<file path="config.mk">
export PLATFORM = sky130hd
export DESIGN_NAME = sr_latch_pw_sweeper
export DESIGN_NICKNAME = d
export VERILOG_FILES = /design/src/rtl/sr_sweep_pkg.sv /design/src/rtl/sweep_phase_timer.sv /design/src/rtl/sr_latch_pw_sweeper.sv
export SDC_FILE = /design/constraint.sdc
export NUM_CORES = 1
export LEC_CHECK = 0
export BUFFER_PORTS_ARGS = -buffer_cell sky130_fd_sc_hd__clkbuf_2
export CAP_MARGIN = 40
export CORE_MARGIN = 3
export CORE_UTILIZATION = 45
export CTS_BUF_LIST = sky130_fd_sc_hd__clkbuf_2
export DETAILED_ROUTE_END_ITERATION = 10
export GPL_TIMING_DRIVEN = 0
export PLACE_DENSITY_LB_ADDON = 0.12
export SYNTH_ARGS = -nofsm -noshare
export SYNTH_HDL_FRONTEND = slang
export SYNTH_HIERARCHICAL = 1
export SYNTH_SLANG_ARGS = --single-unit
</file>
<file path="constraint.sdc">
create_clock -name clk -period 12.3 [get_ports clk]
set_input_delay 2.46 -clock clk [delete_from_list [all_inputs] [get_ports clk]]
set_output_delay 2.46 -clock clk [all_outputs]
set_load 0.01 [all_outputs]
</file>
<file path="src/rtl/sr_sweep_pkg.sv">
// Shared definitions for the SR-latch set-pulse-width sweeper.
//   state_e         : sequencer states
//   *_CYC_DEF       : default phase lengths in clock cycles
//   SYNC_STAGES     : depth of the latch_q clock-domain synchronizer
package sr_sweep_pkg;

  typedef enum logic [2:0] {
    S_IDLE,
    S_RST_PULSE,
    S_GAP,
    S_SET_PULSE,
    S_SETTLE,
    S_DECIDE,
    S_FINISH
  } state_e;

  localparam int unsigned RESET_CYC_DEF  = 10;
  localparam int unsigned GAP_CYC_DEF    = 3;
  localparam int unsigned SETTLE_CYC_DEF = 150;
  localparam int unsigned SYNC_STAGES    = 2;

endpackage

</file>
<file path="src/rtl/sweep_phase_timer.sv">
// Loadable down-counter shared by every timed phase of the sweeper.
//   clk, rst  : clock and synchronous active-high reset
//   load      : load load_val this cycle (asserted on phase entry)
//   load_val  : phase length minus one
//   zero      : counter has reached zero (last cycle of the phase)
module sweep_phase_timer #(
  parameter int unsigned W = 16
) (
  input  logic         clk,
  input  logic         rst,
  input  logic         load,
  input  logic [W-1:0] load_val,
  output logic         zero
);

  logic [W-1:0] cnt_q, cnt_d;

  // NOTE: give every variable a default at the top of always_comb so no
  // path leaves it unassigned and no latch is inferred.
  always_comb begin
    cnt_d = cnt_q;
    if (load) begin
      cnt_d = load_val;
    end else if (cnt_q != '0) begin
      cnt_d = cnt_q - W'(1);
    end
  end

  // NOTE: clocked state uses non-blocking assignments so every flop samples
  // pre-edge values regardless of statement order.
  always_ff @(posedge clk) begin
    if (rst) begin
      cnt_q <= '0;
    end else begin
      cnt_q <= cnt_d;
    end
  end

  assign zero = (cnt_q == '0);

endmodule

</file>
<file path="src/rtl/sr_latch_pw_sweeper.sv">
// Sequencer that finds the smallest set-pulse width (in cycles) that flips
// an SR latch, using a decade-refinement search.
//   clk, rst              : clock, synchronous active-high reset
//   start                 : launch a sweep (honoured only when idle)
//   pw_init, inc_init     : first trial width and first increment
//   latch_q               : latch Q, asynchronous to clk
//   latch_set/latch_reset : drives into the latch (never both high)
//   busy, done            : sweep in progress / one-cycle end pulse
//   found, overflow       : sweep outcome, held until next start
//   result_pw, trials     : smallest flipping width, trial count (saturating)
module sr_latch_pw_sweeper
  import sr_sweep_pkg::*;
#(
  parameter int unsigned PW_W       = 16,
  parameter int unsigned RESET_CYC  = RESET_CYC_DEF,
  parameter int unsigned GAP_CYC    = GAP_CYC_DEF,
  parameter int unsigned SETTLE_CYC = SETTLE_CYC_DEF
) (
  input  logic            clk,
  input  logic            rst,
  input  logic            start,
  input  logic [PW_W-1:0] pw_init,
  input  logic [PW_W-1:0] inc_init,
  input  logic            latch_q,
  output logic            latch_set,
  output logic            latch_reset,
  output logic            busy,
  output logic            done,
  output logic            found,
  output logic            overflow,
  output logic [PW_W-1:0] result_pw,
  output logic [15:0]     trials
);

  // Timer must hold both the widest pulse and the fixed settle window.
  localparam int unsigned    TMR_W  = (PW_W > 16) ? PW_W : 16;
  localparam logic [PW_W-1:0] DECADE = PW_W'(10);

  state_e                 state_q, state_d;
  logic [PW_W-1:0]        pw_q, pw_d, inc_q, inc_d, result_q, result_d;
  logic [15:0]            trials_q, trials_d;
  logic                   found_q, found_d, overflow_q, overflow_d;
  logic                   done_q, done_d, busy_q, busy_d;
  logic                   set_q, set_d, reset_q, reset_d;
  logic                   q_sample_q, q_sample_d;
  logic [SYNC_STAGES-1:0] sync_q, sync_d;

  logic                   tmr_load, tmr_zero;
  logic [TMR_W-1:0]       tmr_val;

  logic [PW_W+1:0]        pw_minus;
  logic [PW_W:0]          pw_plus;
  logic [PW_W-1:0]        inc_div;

  // pw - 2*inc at PW_W+2 bits: a non-zero top pair means the result went
  // negative (a non-negative result is <= pw and never reaches bit PW_W).
  assign pw_minus = {2'b00, pw_q} - {1'b0, inc_q, 1'b0};
  assign pw_plus  = {1'b0, pw_q} + {1'b0, inc_q};
  assign inc_div  = inc_q / DECADE;
  assign sync_d   = {sync_q[SYNC_STAGES-2:0], latch_q};

  sweep_phase_timer #(.W(TMR_W)) u_timer (
    .clk      (clk),
    .rst      (rst),
    .load     (tmr_load),
    .load_val (tmr_val),
    .zero     (tmr_zero)
  );

  always_comb begin
    state_d    = state_q;
    pw_d       = pw_q;
    inc_d      = inc_q;
    result_d   = result_q;
    trials_d   = trials_q;
    found_d    = found_q;
    overflow_d = overflow_q;
    q_sample_d = q_sample_q;
    tmr_load   = 1'b0;
    tmr_val    = '0;

    case (state_q)
      S_IDLE: begin
        if (start) begin
          pw_d       = pw_init;
          inc_d      = inc_init;
          found_d    = 1'b0;
          overflow_d = 1'b0;
          result_d   = '0;
          trials_d   = '0;
          state_d    = (inc_init == '0) ? S_FINISH : S_RST_PULSE;
        end
      end
      S_RST_PULSE: if (tmr_zero) state_d = S_GAP;
      // A zero-width trial bypasses SET_PULSE so latch_set never glitches.
      S_GAP:       if (tmr_zero) state_d = (pw_q == '0) ? S_SETTLE : S_SET_PULSE;
      S_SET_PULSE: if (tmr_zero) state_d = S_SETTLE;
      S_SETTLE: begin
        if (tmr_zero) begin
          q_sample_d = sync_q[SYNC_STAGES-1];
          state_d    = S_DECIDE;
        end
      end
      S_DECIDE: begin
        trials_d = (trials_q == 16'hFFFF) ? trials_q : trials_q + 16'd1;
        if (q_sample_q) begin
          // Flipped: record it, back off two steps and refine one decade.
          found_d  = 1'b1;
          result_d = pw_q;
          pw_d     = (pw_minus[PW_W+1:PW_W] != 2'b00) ? '0 : pw_minus[PW_W-1:0];
          inc_d    = inc_div;
          state_d  = (inc_div == '0) ? S_FINISH : S_RST_PULSE;
        end else if (pw_plus[PW_W]) begin
          overflow_d = 1'b1;
          pw_d       = '1;
          state_d    = S_FINISH;
        end else begin
          pw_d    = pw_plus[PW_W-1:0];
          state_d = (inc_q == '0) ? S_FINISH : S_RST_PULSE;
        end
      end
      S_FINISH: state_d = S_IDLE;
      default:  state_d = S_IDLE;
    endcase

    // Timer is reloaded with (length - 1) on entry to each timed phase.
    if (state_d != state_q) begin
      case (state_d)
        S_RST_PULSE: begin tmr_load = 1'b1; tmr_val = TMR_W'(RESET_CYC - 1);  end
        S_GAP:       begin tmr_load = 1'b1; tmr_val = TMR_W'(GAP_CYC - 1);    end
        S_SET_PULSE: begin tmr_load = 1'b1; tmr_val = TMR_W'(pw_q) - TMR_W'(1); end
        S_SETTLE:    begin tmr_load = 1'b1; tmr_val = TMR_W'(SETTLE_CYC - 1); end
        default:     begin tmr_load = 1'b0; tmr_val = '0;                     end
      endcase
    end
  end

  // Drives and busy are registered from the next state so they line up with
  // the phase itself; done is registered from FINISH, so busy falls as done rises.
  always_comb begin
    set_d   = (state_d == S_SET_PULSE);
    reset_d = (state_d == S_RST_PULSE);
    busy_d  = (state_d != S_IDLE);
    done_d  = (state_q == S_FINISH);
  end

  always_ff @(posedge clk) begin
    if (rst) begin
      state_q    <= S_IDLE;
      pw_q       <= '0;
      inc_q      <= '0;
      result_q   <= '0;
      trials_q   <= '0;
      found_q    <= 1'b0;
      overflow_q <= 1'b0;
      q_sample_q <= 1'b0;
      sync_q     <= '0;
      set_q      <= 1'b0;
      reset_q    <= 1'b0;
      busy_q     <= 1'b0;
      done_q     <= 1'b0;
    end else begin
      state_q    <= state_d;
      pw_q       <= pw_d;
      inc_q      <= inc_d;
      result_q   <= result_d;
      trials_q   <= trials_d;
      found_q    <= found_d;
      overflow_q <= overflow_d;
      q_sample_q <= q_sample_d;
      sync_q     <= sync_d;
      set_q      <= set_d;
      reset_q    <= reset_d;
      busy_q     <= busy_d;
      done_q     <= done_d;
    end
  end

  assign latch_set   = set_q;
  assign latch_reset = reset_q;
  assign busy        = busy_q;
  assign done        = done_q;
  assign found       = found_q;
  assign overflow    = overflow_q;
  assign result_pw   = result_q;
  assign trials      = trials_q;

endmodule

</file>
==> results.cfg <==
[run_status]
status = complete, no violations

[floorplanning]
start_util_pct = 46.8
die_area_um2 = 19900
rows = 48
core-area_um2 = 17500
die_w_um = 141
die_h_um = 141
ios = 74

[timing]
setup-tns-final_ps = 0
fmax_mhz = 140
fin_ws_ps = 5160
fin_crit_sh_pct = 58.1
rsz0062_at_grt = no
clock_skew_ps = 36.0
relSlewSlack_pct = 48.3
finalCriticalPeriod_ps = 7140
slew_viol_final = 0
max_slew.worst_pin.slew_ps = 775
whs_ps = 485
hold_viol = 0
setup_viol = 0

[logic_synthesis]
syn-num-nets = 1173
ys_top_cells_by_count = 117 x nor2_1, 98 x nand2_1, 94 x a21oi_1
yosys_warnings = 6
yosysTopAreaCellShare_pct = 22.5
netlist_instances = 1101
synthArstFlopShare_pct = 0
synth_top_area_cell = dfxtp_1
ys_types = 105
synth_area_leaders = dfxtp_1 22%, a21oi_1 5.7%, nor2_1 5.4%
syn_area_um2 = 8200
synth-main-ff-cell = dfxtp_1
synth-seq-cells = 92
yosysMostFrequentCell = nor2_1
synth-seq-area-share_pct = 22.5
syn_avg_cell_area_um2 = 7.45
synth-edff-count = 0

[run]
cap_violations = 0

[cts]
cts_buffer_depth = 2
clkLatencyLatePin_ps = 590
cts_buffers = 9
cts-htree-levels = 3
clk_pin_slew_ps = 270
cts-root-buf = clkbuf_2
cts_resized = 0
cts_tree = built
clock_sinks = 92
cts_setup_buffers = 0
cts_hold_buf = 0

[place]
post-place-ws_ps = 5400
io_buffers = 73
place_congestion = 0.963
placed_cell_area_um2 = 8860
hpwlAfterDp_um = 20900

[pwr]
ir_drop_uv = 160
p_sw_uw = 921
combPwrFrac_pct = 67.6
p_seq_share_pct = 22.5
power_density_nw_per_um2 = 197
internal_power_uw = 855
p_clk_share_pct = 9.9
p_leak_uw = 0.00338
p_sw_share_pct = 51.8

[finish]
drive_gt1_share_pct = 13.4
fin_area_um2 = 8990
fill_cells = 1807
utilization_pct = 51.3
area_growth_pct = 9.67
final_nets = 1259

[grt]
grt_usage_pct = 26.6
grt_pass1_vias = 7892
grt_max_degree = 15
antenna_found_initial = 1
overflow = 0
grt_pass1_wl_um = 42700

[critical_path]
r2r-start = inc_q[13]
crit_type = register to register
required_ps = 12820
startpoint = inc_q[13]
critPathLaunchType = register
max_stage_delay_ps = 570
critPathSlowestCell = dfxtp_1
path_cells = buf_2 -> buf_2 -> clkbuf_1 -> nand2_1 -> o221a_1 -> a211oi_1 -> o2111ai_1 -> a221o_1 -> and4_1 -> a211oi_2 -> o21ai_1 -> a32oi_1 -> o21ai_1 -> a211oi_2 -> a2111oi_4 -> o31ai_4 -> a21oi_2 -> inv_1 -> nor2b_1 -> clkbuf_1 -> a21oi_1 -> a31o_2 -> nor3_1
worst-path-max-fanout = 10
worstPathArrival_ps = 7670
cp-end-kind = register

[route]
dr.pass1.iters = 5
drt_iter0_drc = 770
drt_wl_total_um = 27100
detail-route-antenna-nets = 0
detail_route.vias_per_cell = 6.16
drc = 0
num_vias = 8734
wl_per_cell_um = 19.1

[worst_hold_path]
min_from = result_pw[2]
hold_path.class = register to register
metal layers:
metal / wire length [um] / global-route usage (%) / vias up / share of wire [%]
met5: 0 / 0 / - / 0
met4: 402 / 6.22 / 0 / 1.5
met3: 1810 / 3.12 / 29 / 6.7
met2: 12700 / 44.3 / 313 / 47
met1: 12200 / 36.8 / 4116 / 45
li1: - / - / 4276 / -
sequential cells by signal, summed over array words and instances, names as in the netlist:
| signal | cells |
|---|---|
| inc_q | 16 |
| sync_q | 2 |
| result_pw | 16 |
| q_sample_q | 1 |
| busy | 1 |
| overflow | 1 |
| pw_q | 16 |
| latch_set | 1 |
| u_timer/cnt_q | 16 |
| state_q | 3 |
| found | 1 |
| latch_reset | 1 |
| done | 1 |
| trials | 16 |
path summary, 6_finish.rpt:
kind	end	cells after the start	slack, ps
setup / recovery	u_timer/cnt_q[13]	23	5160
hold / removal	result_pw[2]	2	480
setup reg to reg	u_timer/cnt_q[13]	23	5160
hold reg to reg	result_pw[2]	2	480
power groups by stage:
stage               sequential, uW  combinational, uW  clock, uW
finish                         399               1200        176
CTS                            397               1180        178
detailed placement             404               1180          0
global placement               404               1170          0
floorplan                      386                933          0
global route                   406               1320        190
stage by stage:
step,std cells,total power (uW)
6_report,1417,1780
5_1_grt,1417,1910
4_1_cts,1416,1760
3_5_place_dp,1401,1580
3_3_place_gp,1399,1570
2_1_floorplan,1101,1320
cells in the final DEF, fill, tap and decap left out, drive strengths merged, types with 19 or more instances in the layout:
cell / instances
nand3: 50
nor4: 19
buf: 22
dfxtp: 92
xor2: 23
a21oi: 97
xnor2: 35
nor2: 117
inv: 51
a211oi: 29
nor3: 44
nand2: 99
o21ai: 69
ha: 34
clkbuf: 130
logic make-up after synthesis:
group | after synthesis | share of synthesized area [%]
simple gates | 435 | 27.1
compound gates | 353 | 31.6
fa+ha+maj | 37 | 5.80
flops | 92 | 22.5
mux | 3 | 0.366
xor+xnor | 58 | 6.29
buf+inv | 123 | 6.38
critical path: cells and delay by family, from the launching register on:
family	cells	cell delay, ps
compound gates	14	4220
flops	1	570
buf+inv	5	1450
simple gates	4	820
layout make-up:
cell class,count,area [um^2],share of cell area (%)
timing repair buffer,75,382,4.24
multi-input combinational,886,5840,64.9
antenna,1,2.50,0.0278
inverter,55,206,2.30
clock inverter,5,77.6,0.863
tap,225,282,3.13
buffer,68,317,3.52
sequential,92,1840,20.5
clock buffer,10,50.0,0.556
No activity file was read; power rests on OpenSTA's default activity.
